--- config.mk ---
export PLATFORM = sky130hd
export DESIGN_NAME = uart_rx
export DESIGN_NICKNAME = d
export VERILOG_FILES = /design/src/rtl/uart_rx.sv
export SDC_FILE = /design/constraint.sdc
export NUM_CORES = 1
export LEC_CHECK = 0
export ABC_AREA = 1
export BUFFER_PORTS_ARGS = -buffer_cell sky130_fd_sc_hd__buf_2
export CORE_MARGIN = 1.5
export CORE_UTILIZATION = 40
export DETAILED_ROUTE_END_ITERATION = 7
export MAX_ROUTING_LAYER = met4
export PLACE_DENSITY_LB_ADDON = 0.2
export SLEW_MARGIN = 20
export SYNTH_ARGS = -nofsm -noshare
export SYNTH_HDL_FRONTEND = slang
export SYNTH_SLANG_ARGS = --single-unit
--- constraint.sdc ---
create_clock -name ip_Clock -period 1.65 [get_ports ip_Clock]
set_input_delay 0.2475 -clock ip_Clock [delete_from_list [all_inputs] [get_ports ip_Clock]]
set_output_delay 0.2475 -clock ip_Clock [all_outputs]
set_load 0.01 [all_outputs]
--- src/rtl/uart_rx.sv ---
// uart_rx: 8N1 serial receiver; ip_Rx_Serial in, op_Rx_Byte/op_Rx_DV on a good frame, op_Rx_Frame_Err on a low stop bit, op_Rx_Busy outside IDLE
module uart_rx #(
  parameter int CLKS_PER_BIT = 104
) (
  input  logic       ip_Clock,
  input  logic       ip_Reset,
  input  logic       ip_Rx_Serial,
  output logic       op_Rx_DV,
  output logic [7:0] op_Rx_Byte,
  output logic       op_Rx_Frame_Err,
  output logic       op_Rx_Busy
);
  localparam logic [7:0] LAST = 8'(CLKS_PER_BIT - 1);
  localparam logic [7:0] HALF = 8'((CLKS_PER_BIT - 1) / 2);
  typedef enum logic [2:0] {IDLE, START, DATA, STOP, CLEANUP, WAIT_HIGH} state_t;
  state_t state, state_n;
  logic rx_m, rx_s;
  logic [7:0] cnt, cnt_n, sh, sh_n, byte_n;
  logic [2:0] idx, idx_n;
  logic dv_n, fe_n;
  always_ff @(posedge ip_Clock) begin
    if (ip_Reset) begin
      rx_m <= 1'b1;
      rx_s <= 1'b1;
      state <= IDLE;
      cnt <= '0;
      idx <= '0;
      sh <= '0;
      op_Rx_Byte <= '0;
      op_Rx_DV <= 1'b0;
      op_Rx_Frame_Err <= 1'b0;
    end else begin
      rx_m <= ip_Rx_Serial;
      rx_s <= rx_m;
      state <= state_n;
      cnt <= cnt_n;
      idx <= idx_n;
      sh <= sh_n;
      op_Rx_Byte <= byte_n;
      op_Rx_DV <= dv_n;
      op_Rx_Frame_Err <= fe_n;
    end
  end
  always_comb begin
    state_n = state;
    cnt_n = cnt;
    idx_n = idx;
    sh_n = sh;
    byte_n = op_Rx_Byte;
    dv_n = 1'b0;
    fe_n = 1'b0;
    case (state)
      IDLE: begin
        cnt_n = '0;
        idx_n = '0;
        state_n = rx_s ? IDLE : START;
      end
      START: begin
        cnt_n = (cnt == HALF) ? '0 : cnt + 8'd1;
        state_n = (cnt != HALF) ? START : (rx_s ? IDLE : DATA);
      end
      DATA: begin
        cnt_n = (cnt == LAST) ? '0 : cnt + 8'd1;
        if (cnt == LAST) begin
          sh_n[idx] = rx_s;
          idx_n = idx + 3'd1;
          state_n = (idx == 3'd7) ? STOP : DATA;
        end
      end
      STOP: begin
        cnt_n = (cnt == LAST) ? '0 : cnt + 8'd1;
        if (cnt == LAST) begin
          byte_n = rx_s ? sh : op_Rx_Byte;
          dv_n = rx_s;
          fe_n = !rx_s;
          state_n = rx_s ? CLEANUP : WAIT_HIGH;
        end
      end
      CLEANUP: state_n = IDLE;
      WAIT_HIGH: state_n = rx_s ? IDLE : WAIT_HIGH;
      default: state_n = IDLE;
    endcase
  end
  assign op_Rx_Busy = (state != IDLE);
endmodule

== Yosys cells after proc, flatten, opt, wreduce, memory -nomap -nowiden ==
Cells that the tools add are included.
Cells by class
  reductions and logical operators: 12
  bitwise gates (word level): 2
  order comparisons: 2
  mux-type cells: 17
  add/subtract/negate cells: 2
  eq/ne operators: 10
Operators by type and width (count)
  $pmux W8 S3: 1
  $mux W8: 2
  $pmux W3 S5: 1
  $mux W3: 4
  $add A8 B1 Y8 const B: 1
  $bwmux W8: 1
  $eq A8 B6 Y1 const B: 1
  $eq A8 B7 Y1 const B: 1
  $ne A8 B6 Y1 const B: 1
  $eq A3 B2 Y1 const B: 2
  $eq A3 B3 Y1 const B: 2
  $pmux W3 S2: 1
  $reduce_and A2 Y1: 3
  $reduce_bool A3 Y1: 2
  $lt A3 B4 Y1 const B: 1
  $mux W1: 4
  $mux W2: 2
  $ne A2 B2 Y1 const B: 2
  $add A3 B1 Y3 const B: 1
  $demux W1 S3: 1
  $eq A3 B1 Y1 const B: 1
  $ge A3 B1 Y1 const B: 1
  $logic_not A3 Y1: 1
  $reduce_and A3 Y1: 1
  other kinds (6): 7
Word-level totals
  output and inout bits: 11
  bits in registers: 34
  bits of input ports: 3
  logic and storage cells: 54

== Logic depth before layout (Yosys ltp) ==
Gate-level depths: netlist of run 1.
  depth in word-level cells: 5
  depth in mapped cells: 10
  gate-level depth less buffers: 9

== Worst setup path before layout of run 1 ==
No wires, ideal clock.
  path type: reg2reg
  start point: register cnt[0]
  end point: register op_Rx_Byte[4]
  clock period less this slack: 1394 ps
  library setup time: 114 ps
  arrival time: 1280 ps
  required time: 1536 ps
  cell stages (with the launch flop): 10
  slack: 256 ps
  path buffers: 1
  cells stage by stage: dfxtp_1 ha_1 nand2_1 inv_2 nand2_2 nor2_8 nand3_4 buf_6 nor2_1 nor2_2
Between the ends
  word-level cells in the longest chain between the ends: 2
RTL lines
  start: declaration: line 18  | logic [7:0] cnt, cnt_n, sh, sh_n, byte_n;
  start signal: assignment: line 36  | cnt <= cnt_n;
  $eq A8 B7 Y1: line 72  | if (cnt == LAST) begin
  $reduce_and A3 Y1 (no line)
  end signal: assignment: line 39  | op_Rx_Byte <= byte_n;
  end: declaration: line 9  | output logic [7:0] op_Rx_Byte,
No other way between the ends.
A chain may end at the register's enable or synchronous reset.

== Worst setup path in the final report of run 1 ==
  start point: register cnt[0]
  end point: register op_Rx_Byte[7]
The elaborated chain is that of the path after synthesis.

==> flow_results.org, run 1 <==
** Finish
- Relative area change from synthesis to final layout :: 15.2%
- Most frequent cells in the layout :: nand2_1, nor2_1, dfxtp_1
- In the final layout, the share of cells above drive strength 1 is 0.191.
- Leaving out fill and tap cells, the most frequent cell in the layout is nand2_1.
- Nets :: 277
- Fill cells in the final layout number 420.
- ANT cells :: 0
- For this run, the share of the core covered by cells in the final layout is 0.483.

** Clock network
- Number of buffers on the longest clock path :: 2
- Buffers inserted during clock tree synthesis total 5.
- Cell chosen for the clock root :: clkbuf_8
- Number of hold buffers added after CTS :: 0
- Htree depth :: 2
- Clock latency at the later pin of the worst-skew pair :: 0.28 ns
- TritonCTS clock tree :: yes
- TritonCTS sink count :: 34
- Clock transition at path regs :: 0.07 ns

** Power
- Of the total power, the clock network draws 0.422.
- Post-layout total power :: 1510 uW
- Dividing total power by cell area gives a power density of 769 nW/um^2.
- Sw Share :: 0.221
- In this run the static leakage power is 0.000921 uW.
- For this design the total switching power over the nets is 334 uW.
- The internal power of the cells totals 1170 uW.
- Combinational cell fraction of total power :: 0.026
- IR analysis of the VDD net gives a maximum drop of 512 uV.
- Sequential share of power :: 0.552

** STA
- The worst path meets setup with 0.0946 ns of slack.
- Peak clock frequency supported by timing :: 643 MHz
- Across all hold checks on the routed design, the worst slack comes to 0.143 ns.
- Headroom to the max-slew limit :: 0.619
- Number of hold-slack violations in the final timing report :: 0
- Worst-margin pin slew :: 0.571 ns
- Setup violations remaining at the end of the flow were counted as 0.
- The final max-slew violation count is 0.
- Dividing the final minimum period by the clock period gives 0.943.
- Sum Neg Setup Slack :: 0 ns
- Final critical-path required period :: 1.56 ns
- Setup clock skew after layout :: 0.00318 ns

** Route
- After the first detailed-routing iteration, the DRC count stood at 52.
- In the routed layout, each cell is associated on average with a via count of 4.71.
- Remaining antenna violation count :: 0
- Average detailed-routed wire length per instance :: 10.7 um
- The first detailed-routing pass took 4 iterations.
- Via count :: 1517
- The routed design has 3460 um of wire.
- After detailed routing, the number of remaining DRC violations is 0.

** Setup path
- For the worst flop-to-flop path, the logic depth is 10.
- In this run the worst path has a maximum fanout of 8.
- Critical Path Max Stage Delay :: 0.35 ns
- The signal on the critical path passes through ha_2, nand2_1, inv_2, nand2_2, nor2_8, buf_4, nand3_4, nand2_1, nand2_1, nor2_1.
- Critical path's slowest cell :: dfxtp_2
- Setup slack of the most critical reg-to-reg path :: 0.09 ns
- Path type of the worst setup path :: reg2reg
- Capturing element type of the critical path :: flop
- Among the stages of the critical path, the cell type that occurs most often is nand2_1.
- In this design, the largest share of critical-path delay is due to simple AND/OR/NAND/NOR gates.
- STA puts the critical path data required time at 1.87 ns.
- The startpoint identified for the worst register-to-register timing path is cnt[0].
- The number of buffers and inverters on the critical path is 2.
- Startpoint kind of the worst setup timing path :: flop
- In this run the critical register-to-register path is captured at op_Rx_Byte[7].
- STA puts the critical path data arrival time at 1.78 ns.

** Placement
- The HPWL after detailed placement is 2360 um.
- The congestion estimate from routability-driven global placement came to 0.772.
- Post-Place Worst Slack :: 0.0613 ns
- Number of buffers added on ports :: 13

** Flow run
- Max-capacitance violation count :: 0

** Hold path
- Worst min-delay path class :: in2reg
- Worst Min Path Start :: ip_Rx_Serial
- Hold Crit Depth :: 2
- WHS Endpoint :: rx_m

** Floorplanning
- Horiz. Die Dim :: 68.2 um
- The die covers 4650 sq um.
- I/O pin cnt :: 14
- Initial cell density of the core :: 0.419
- Core Box Area :: 4060 sq um
- Row count :: 23
- DIE HEIGHT :: 68.2 um

** Global routing
- The first global-routing pass estimated 5690 um of wire.
- Total routing usage reported by global routing :: 0.170
- Initial antenna violation count :: 0
- Pin count of the biggest net entering global routing :: 18
- The number of global-route vias before repair was 1304.
- For this run the aggregate overflow at the end of global routing stands at 0.

** Synth
- Counting distinct cell types in the post-synthesis netlist gives 32.
- Number of cells produced by synthesis :: 248
- Synthesis inferred 34 register bits.
- Synthesized net count :: 254
- Dividing the synthesized area by the synthesized cell count gives 6.86 sq um.
- Warning count from the yosys run :: 0
- After synthesis the cells add up to 1700 sq um.
- Sequential share of the synthesized area :: 0.400

** Run status
- Outcome :: complete, no violations
[worst max path at each step]
stage	start	end	slack [ns]	cells past startpoint
detailed placement	cnt[0]	op_Rx_Byte[4]	0.06	8
CTS	cnt[0]	op_Rx_Byte[4]	0.05	8
floorplan	cnt[0]	op_Rx_Byte[4]	0.26	9
global placement	cnt[0]	op_Rx_Byte[4]	0.13	8
finish	cnt[0]	op_Rx_Byte[7]	0.09	10
global route	cnt[0]	op_Rx_Byte[3]	-0.01	10
[sequential cells by signal, indices dropped and copies added, names as in the netlist]
name,count
op_Rx_Byte,8
rx_m,1
rx_s,1
op_Rx_Frame_Err,1
op_Rx_DV,1
cnt,8
state,3
idx,3
sh,8
[power groups by stage]
stage / registers (uW) / clock network (uW) / logic (uW)
after CTS: 831 / 658 / 39.9
final: 833 / 637 / 38.9
after floorplan: 847 / 0 / 28.5
after global placement: 850 / 0 / 39.7
after global routing: 833 / 689 / 44.5
after detailed placement: 850 / 0 / 39.7
[timing repair]
action                                  CTS  global route
gates resized for setup                   0             5
endpoints found under the setup margin    0            12
setup buffers                             0             4
hold endpoints to repair                  0             0
[final cells by class]
class                      instances  area, sq um  share of cell area
clock buffer                       7         86.3              0.0440
multi-input combinational        171          855               0.436
tap                               50         62.6              0.0319
sequential                        34          683               0.348
clock inverter                     1         5.00             0.00255
inverter                          38          144              0.0734
timing repair buffer              21          125              0.0638
[routing by layer]
metal  up-vias  part of all wire  GRT usage
li1        823                 -          -
met1       655              0.51      0.223
met2        31              0.42      0.239
met3         8             0.042     0.0493
met4         0             0.025     0.0775
met5         -                 0          -
[metrics by stage]
step	instance area [sq um]	cells
finish	1960	322
CTS	1910	317
floorplan	1700	248
global placement	1820	309
detailed placement	1820	309
global route	1960	322
[synth_stat cells, drive strengths merged]
| cell | number | area share |
|---|---|---|
| a21oi | 10 | 0.029 |
| buf | 4 | 0.021 |
| clkbuf | 2 | 0.0044 |
| clkinv | 2 | 0.0051 |
| dfxtp | 34 | 0.40 |
| ha | 3 | 0.022 |
| inv | 36 | 0.079 |
| mux2i | 1 | 0.0059 |
| nand2 | 69 | 0.16 |
| nand3 | 16 | 0.057 |
| nand3b | 4 | 0.018 |
| nand4 | 8 | 0.029 |
| nor2 | 45 | 0.12 |
| nor3 | 2 | 0.0088 |
| nor4 | 1 | 0.0037 |
| o211ai | 2 | 0.0088 |
| o21ai | 4 | 0.012 |
| o22ai | 1 | 0.0037 |
| or2 | 2 | 0.0074 |
| xor2 | 2 | 0.010 |
[cells by family (layout without fill, tap and decap cells)]
logic type,after synthesis,in the layout,share of synthesized area
flops,34,34,0.400
xor+xnor,2,2,0.0103
simple gates,147,148,0.399
buf+inv,44,67,0.110
mux,1,1,0.00588
fa+ha+maj,3,3,0.0221
compound gates,17,17,0.0537
(Power assumes the default switching activity.)
==> run 2, diff against run 1 <==
- CORE_ASPECT_RATIO: default -> 1.1
==> run 2 against run 1 <==
  * Global-route usage fell by 0.89 points
  * Critical path depth shrank 7
  * Critical path type is now reg2out
  * Cell count is 0.31% lower
  * Setup slack improved by 0.036 ns
==> flow_results.org, run 2 (synthesis results as in run 1) <==
** Run status
- Outcome :: complete, no violations

** Clock network
- Clock transition at path regs :: 0.06 ns (about the same)
- Htree depth :: 2 (unchanged)
- TritonCTS buffer count :: 5 (unchanged)
- The deepest clock path buffer count was 2 (unchanged).
- TritonCTS sink count :: 34 (unchanged)
- Cell chosen for the clock root :: clkbuf_8
- TritonCTS built the clock tree.
- Clock latency at the later pin of the worst-skew pair :: 0.29 ns (about the same)

** Setup path
- For this design, the slowest cell found on the critical path is dfxtp_1.
- Traced cell by cell, the critical path runs through nor2_4, nand2_1, buf_2.
- Startpoint kind of the worst setup timing path :: flop
- Biggest fanout along the worst timing path :: 9 (+1)
- By startpoint and endpoint, the worst setup path is classified as reg2out.
- The depth of the most critical reg-to-reg path is 9 (-1).
- WP data arrival :: 1.27 ns (-0.51 ns)
- In this run the critical register-to-register path is captured at op_Rx_Byte[0].
- Critical Path Max Stage Delay :: 0.62 ns (+0.27 ns)
- The critical path data required time came to 1.40 ns (-0.47 ns).
- Reg-to-reg startpoint :: cnt[1]
- STA classifies the critical path endpoint as a primary output.
- Setup slack of the most critical reg-to-reg path :: 0.18 ns (+0.09 ns)

** Floorplanning
- The site row count came to 24 (+4.3%).
- DIE HEIGHT :: 71.4 um (+4.7%)
- The die area came to 4650 sq um (about the same).
- Horiz. Die Dim :: 65.2 um (-4.5%)
- The boundary pin count came to 14 (unchanged).
- The core footprint came to 4020 sq um (-0.83%).
- Initial cell density of the core :: 0.423 (+0.00352)

** Power
- Internal :: 1290 uW (+9.8%)
- Sw Share :: 0.197 (-0.0237)
- Combinational cell fraction of total power :: 0.024 (-0.002)
- The total power per unit cell area came to 821 nW/um^2 (+6.7%).
- The sequential power share is 0.518 (-0.034).
- The power spent charging and discharging nets is 317 uW (-4.9%).
- Worst IR Drop VDD :: 440 uV (-14%)
- Pleak :: 0.000911 uW (-1.1%)
- Clock power share :: 0.458 (+0.036)

** Route
- The average wire length per cell after detail routing came to 10.4 um (-2.9%).
- Via count :: 1465 (-3.4%)
- Residual DRC count :: 0 (unchanged)
- The number of violations reported at the end of detailed-routing iteration 0 was 66 (+27%).
- The remaining antenna violation count was 0 (unchanged).
- The routed wire length was 3350 um (-3.2%).
- DRT Pass-1 Iters :: 4 (unchanged)
- The post-detailed-route via-to-cell ratio is 4.56 (-3.1%).

** Global routing
- The maximum number of pins on one net before global-route repair came to 18 (unchanged).
- The number of antenna violations at the first check in global routing is 0 (unchanged).
- The total global routing overflow came to 0 (unchanged).
- The number of global-route vias before repair came to 1330 (+2.0%).
- First-pass GRT wire length :: 5600 um (-1.5%)
- The aggregate global-route resource usage was 0.161 (-0.00892).

** STA
- The post-layout minimum cycle time came to 1.52 ns (-0.0364 ns).
- Peak clock frequency supported by timing :: 658 MHz (+2.4%)
- Sum Neg Setup Slack :: 0 ns (unchanged)
- Headroom to the max-slew limit :: 0.620 (+0.00189)
- Unrepaired setup endpoints after global routing :: false
- The final max-slew violation count was 0 (unchanged).
- Post-route clock period utilization :: 0.921 (-0.0221)
- The transition time at the pin with the least slew margin is 0.568 ns (-0.00283 ns).
- The final-report hold violation count is 0 (unchanged).
- The final clock skew came to 0.00929 ns (+0.00611 ns).
- Final count of negative-setup-slack endpoints :: 0 (unchanged)

** Hold path
- Worst min-delay path class :: in2reg
- The worst hold path begins at ip_Rx_Serial.
- Hold Crit Depth :: 2 (unchanged)
- The worst hold path terminates at rx_m.

** Finish
- ANT cells :: 0 (unchanged)
- The library cells used most frequently in the layout, excluding fill and tap cells, are nand2_1, nor2_1, dfxtp_1.
- Leaving out fill and tap cells, the most frequent cell in the layout is nand2_1.
- The total non-filler cell area in the finished layout is 1960 sq um (-0.13%).
- Largest registers :: cnt (8), op_Rx_Byte (8), sh (8)
- The area growth from synthesis to layout is 15.1%.
- Fraction of final layout cells sized beyond drive strength 1 :: 0.175 (-0.0165)
- The fill cell total of the finished layout is 441 (+5.0%).
- The post-layout utilization of the core is 0.487 (+0.00343).
- Nets :: 274 (-1.1%)

** Placement
- Gp weighted congestion :: 0.866 (+12%)
- Post-Place Cell Area :: 1800 sq um (-1.1%)
- Final HPWL from detailed placement :: 2320 um (-1.9%)
- The count of input and output buffers was 13 (unchanged).

** Flow run
- Max-capacitance violation count :: 0 (unchanged)
-- run 2: cell count changes in the layout (fill, tap and decap cells not counted), sizes merged --
| cell | previous run | this run |
|---|---|---|
| buf | 20 | 17 |
| clkinv | 3 | 2 |
| bufinv | 0 | 1 |
| nor2 | 45 | 46 |
| clkbuf | 8 | 7 |
-- run 2: metrics by stage --
stage | total power (uW) | setup slack (ns) | hold slack [ns] | instances
floorplan | 875 | 0.256 | 0.317 | 248
global placement | 890 | 0.121 | 0.390 | 308
detailed placement | 889 | 0.0819 | 0.398 | 308
CTS | 1640 | 0.0734 | 0.130 | 316
global route | 1690 | 0.00475 | 0.132 | 321
finish | 1610 | 0.131 | 0.144 | 321
-- run 2: power by group through the flow --
stage          registers, uW  clock network (uW)  logic, uW
3_3_place_gp             850                   0       39.8
5_1_grt                  832                 810       44.5
3_5_place_dp             850                   0       39.4
2_1_floorplan            847                   0       28.5
6_report                 832                 736       38.5
4_1_cts                  831                 765       39.6
-- run 2: critical path: cells and delay by family, from the launching register on --
family	cells	cell delay (ns)
flops	1	0.62
simple gates	2	0.20
buf+inv	1	0.16
-- run 2: area by class of cell --
type                            instances  area [sq um]  area share
Clock buffer                            7          76.3      0.0390
Clock inverter                          1          30.0      0.0153
Inverter                               38           144      0.0735
Multi-Input combinational cell        172           866       0.442
Sequential cell                        34           682       0.348
Tap cell                               52          65.1      0.0332
Timing Repair Buffer                   17          95.1      0.0486
-- run 2: repair_timing --
action,in CTS,in global routing
endpoints found under the setup margin,0,12
buffers inserted,0,3
hold buffers,0,0
gates resized for setup,0,3
-- run 2: routing by layer --
metal  global-route usage  part of all wire  up-vias
met5                    -                 0        -
met4               0.0694             0.020        0
met3               0.0518             0.033        5
met2                0.257              0.45       18
met1                0.184              0.50      627
li1                     -                 -      815
-- run 2: worst max-delay path by stage --
| stage | from | endpoint | depth (start not counted) |
|---|---|---|---|
| after floorplan | cnt[0] | op_Rx_Byte[4] | 9 |
| after global routing | state[2] | op_Rx_Busy | 3 |
| after CTS | cnt[0] | op_Rx_Byte[5] | 9 |
| after detailed placement | cnt[0] | op_Rx_Byte[4] | 8 |
| after global placement | cnt[0] | op_Rx_Byte[4] | 8 |
| final | state[2] | op_Rx_Busy | 3 |
==> run 3, diff against run 2 <==
- CORE_UTILIZATION: 40 -> 45
- MAX_ROUTING_LAYER: met4 -> default
- TNS_END_PERCENT: default -> 50
==> run 3 against run 2 <==
  * Final area decreased by 2.2%
  * Clock skew decreased by 0.0034 ns
  * Utilization increased by 4.1 points
  * Via count increased by 1.9%
  * Register-to-register slack got worse by 0.04 ns
  * Sequential share of layout area increased by 0.80 points
  * Setup slack got worse by 0.034 ns
  * Clock-buffer cell count unchanged
  * First-iteration DRC count decreased by 3.0%
  * Worst hold slack improved by 0.0030 ns
  * Routed wire length decreased by 0.84%
  * Critical endpoint unchanged
==> flow_results.org, run 3 (synthesis results as in run 1) <==
** Finish
- Relative to the synthesized area, the layout overhead comes to 12.5%.
- ANT cells :: 0 (unchanged)
- Final core occ :: 0.528 (+0.0413)
- Nets :: 271 (-1.1%)
- Fraction of final layout cells sized beyond drive strength 1 :: 0.169 (-0.00555)
- Leaving out fill and tap cells, the most frequent cells in the layout are nand2_1, nor2_1, dfxtp_1.
- Commonest non-fill, non-tap cell in the layout :: nand2_1
- Largest registers :: cnt (8), op_Rx_Byte (8), sh (8)

** Route
- The count of TritonRoute iterations in the first routing pass came to 4 (unchanged).
- The post-detailed-route via-to-cell ratio is 4.72 (+3.5%).
- Residual DRC count :: 0 (unchanged)
- The detailed-route via count was 1493 (+1.9%).
- The routed wire length is 3320 um (-0.84%).
- The number of violations reported at the end of detailed-routing iteration 0 was 64 (-3.0%).
- Remaining antenna violation count :: 0 (unchanged)
- Average detailed-routed wire length per instance :: 10.5 um (+0.73%)

** Floorplanning
- Initial cell density of the core :: 0.469 (+0.0464)
- Row count :: 23 (-4.2%)
- The core footprint is 3630 sq um (-9.9%).
- Horiz. Die Dim :: 61.6 um (-5.5%)
- The die height was 67.5 um (-5.5%).
- The boundary pin count came to 14 (unchanged).
- Area of the die :: 4160 sq um (-11%)

** Power
- The total power per unit cell area was 785 nW/um^2 (-4.4%).
- The part of the total power dissipated in combinational logic was 0.028 (+0.004).
- Sw power :: 327 uW (+2.9%)
- The sequential power share was 0.553 (+0.035).
- Worst IR Drop VDD :: 430 uV (-2.2%)
- The net switching share of the total power was 0.217 (+0.0200).
- The clock network fraction of total power is 0.419 (-0.039).
- Internal :: 1180 uW (-8.8%)
- Pleak :: 0.000894 uW (-1.8%)

** STA
- The final clock skew is 0.00584 ns (-0.00344 ns).
- Unrepaired setup endpoints after global routing :: false
- The final-report hold violation count was 0 (unchanged).
- Worst-margin pin slew :: 0.489 ns (-0.0795 ns)
- The post-layout minimum cycle time was 1.55 ns (+0.0341 ns).
- The highest achievable clock rate is 644 MHz (-2.2%).
- Worst hold margin :: 0.147 ns (+0.00295 ns)
- The headroom to the max-slew limit is 0.674 (+0.0531).
- The ratio of final minimum period to clock period came to 0.941 (+0.0207).
- Sum Neg Setup Slack :: 0 ns (unchanged)
- Total count of max-transition violations in the final report :: 0 (unchanged)
- The setup violation total in the final timing report is 0 (unchanged).

** Global routing
- Vias in the first global route :: 1347 (+1.3%)
- The number of antenna violations at the first check in global routing is 0 (unchanged).
- Total routing usage reported by global routing :: 0.178 (+0.0170)
- The first-pass GRT wire length is 5510 um (-1.6%).
- The total global routing overflow was 0 (unchanged).
- The maximum number of pins on one net before global-route repair was 18 (unchanged).

** Placement
- The count of input and output buffers was 13 (unchanged).
- The global placement routability congestion was 0.799 (-7.7%).
- The estimated wirelength of the detail-placed design was 2310 um (-0.22%).

** Setup path
- The critical path data required time was 1.40 ns (about the same).
- WP data arrival :: 1.31 ns (+0.04 ns)
- STA classifies the critical path endpoint as a primary output.
- STA classifies the critical path startpoint as a flop.
- The worst setup slack for register-to-register paths came to 0.14 ns (-0.04 ns).
- The depth of the most critical reg-to-reg path came to 8 (-1).
- Path type of the worst setup path :: reg2out
- Critical path's slowest cell :: dfxtp_1
- Tracing the worst setup path back leads to its startpoint at state[2].
- Following the worst setup path forward leads to its endpoint at op_Rx_Busy.
- Critical Path Max Stage Delay :: 0.62 ns (about the same)
- Critical Path, Cell by Cell :: nor2_4, nand2_1, buf_2
- Critical R2R Capture :: sh[4]
- Reg-to-reg startpoint :: cnt[1]
- The largest fanout of any net on the critical path came to 9 (unchanged).

** Clock network
- CTS placed an instance of clkbuf_8 at the clock tree root.
- Post-cts sizing count :: 0 (unchanged)
- Setup fix buffers added after clock tree synthesis :: 0 (unchanged)
- The number of buffers inserted for hold repair after clock tree synthesis was 0 (unchanged).
- TritonCTS clock tree :: yes
- TritonCTS sink count :: 34 (unchanged)
- Clock transition at path regs :: 0.06 ns (about the same)
- The number of buffers added by the clock tree synthesis step is 5 (unchanged).
- Htree depth :: 2 (unchanged)
- Clock latency at the later pin of the worst-skew pair :: 0.28 ns (about the same)
- Number of buffers on the longest clock path :: 2 (unchanged)

** Run status
- Outcome :: complete, no violations

** Flow run
- Max-capacitance violation count :: 0 (unchanged)

** Hold path
- Worst min-delay path class :: in2reg
[run 3: layer usage]
| metal | track usage | share of wire | vias to the layer above |
|---|---|---|---|
| met3 | 0.0575 | 0.025 | 2 |
| met2 | 0.289 | 0.46 | 20 |
| met4 | 0.0559 | 0.0066 | 0 |
| li1 | - | - | 808 |
| met1 | 0.220 | 0.51 | 663 |
| met5 | 0 | 0 | - |
[run 3: cell type report]
| type | count | area (sq um) |
|---|---|---|
| Sequential cell | 34 | 682 |
| Fill cell | 394 | 1710 |
| Timing Repair Buffer | 15 | 80.1 |
| Tap cell | 50 | 62.6 |
| Clock inverter | 1 | 5.00 |
| Multi-Input combinational cell | 171 | 855 |
| Inverter | 38 | 144 |
| Clock buffer | 7 | 86.3 |
[run 3: worst min path at each step]
stage / slack (ns) / end / depth (start not counted) / from
final: 0.15 / rx_m / 2 / ip_Rx_Serial
after global routing: 0.14 / rx_m / 2 / ip_Rx_Serial
after CTS: 0.14 / rx_m / 2 / ip_Rx_Serial
after detailed placement: 0.40 / rx_s / 1 / rx_m
after global placement: 0.39 / rx_s / 1 / rx_m
after floorplan: 0.32 / idx[0] / 1 / ip_Reset
[run 3: metrics by stage]
| stage | area, sq um | cells | power (uW) | setup slack [ns] |
|---|---|---|---|---|
| global placement | 1800 | 307 | 891 | 0.130 |
| global route | 1910 | 316 | 1560 | 0.00542 |
| finish | 1910 | 316 | 1500 | 0.0969 |
| CTS | 1890 | 315 | 1520 | 0.0716 |
| floorplan | 1700 | 248 | 875 | 0.256 |
| detailed placement | 1800 | 307 | 891 | 0.0929 |
[run 3: power by group through the flow]
stage	clock network, uW	registers [uW]	logic [uW]
2_1_floorplan	0	847	28.5
3_3_place_gp	0	848	42.5
3_5_place_dp	0	848	42.5
4_1_cts	644	830	42.8
5_1_grt	681	831	46.8
6_report	629	831	42.0
[run 3: critical path, delay by kind of cell, from the launching register on]
family | cells | cell delay, ns
simple gates | 2 | 0.23
flops | 1 | 0.62
buf+inv | 1 | 0.17
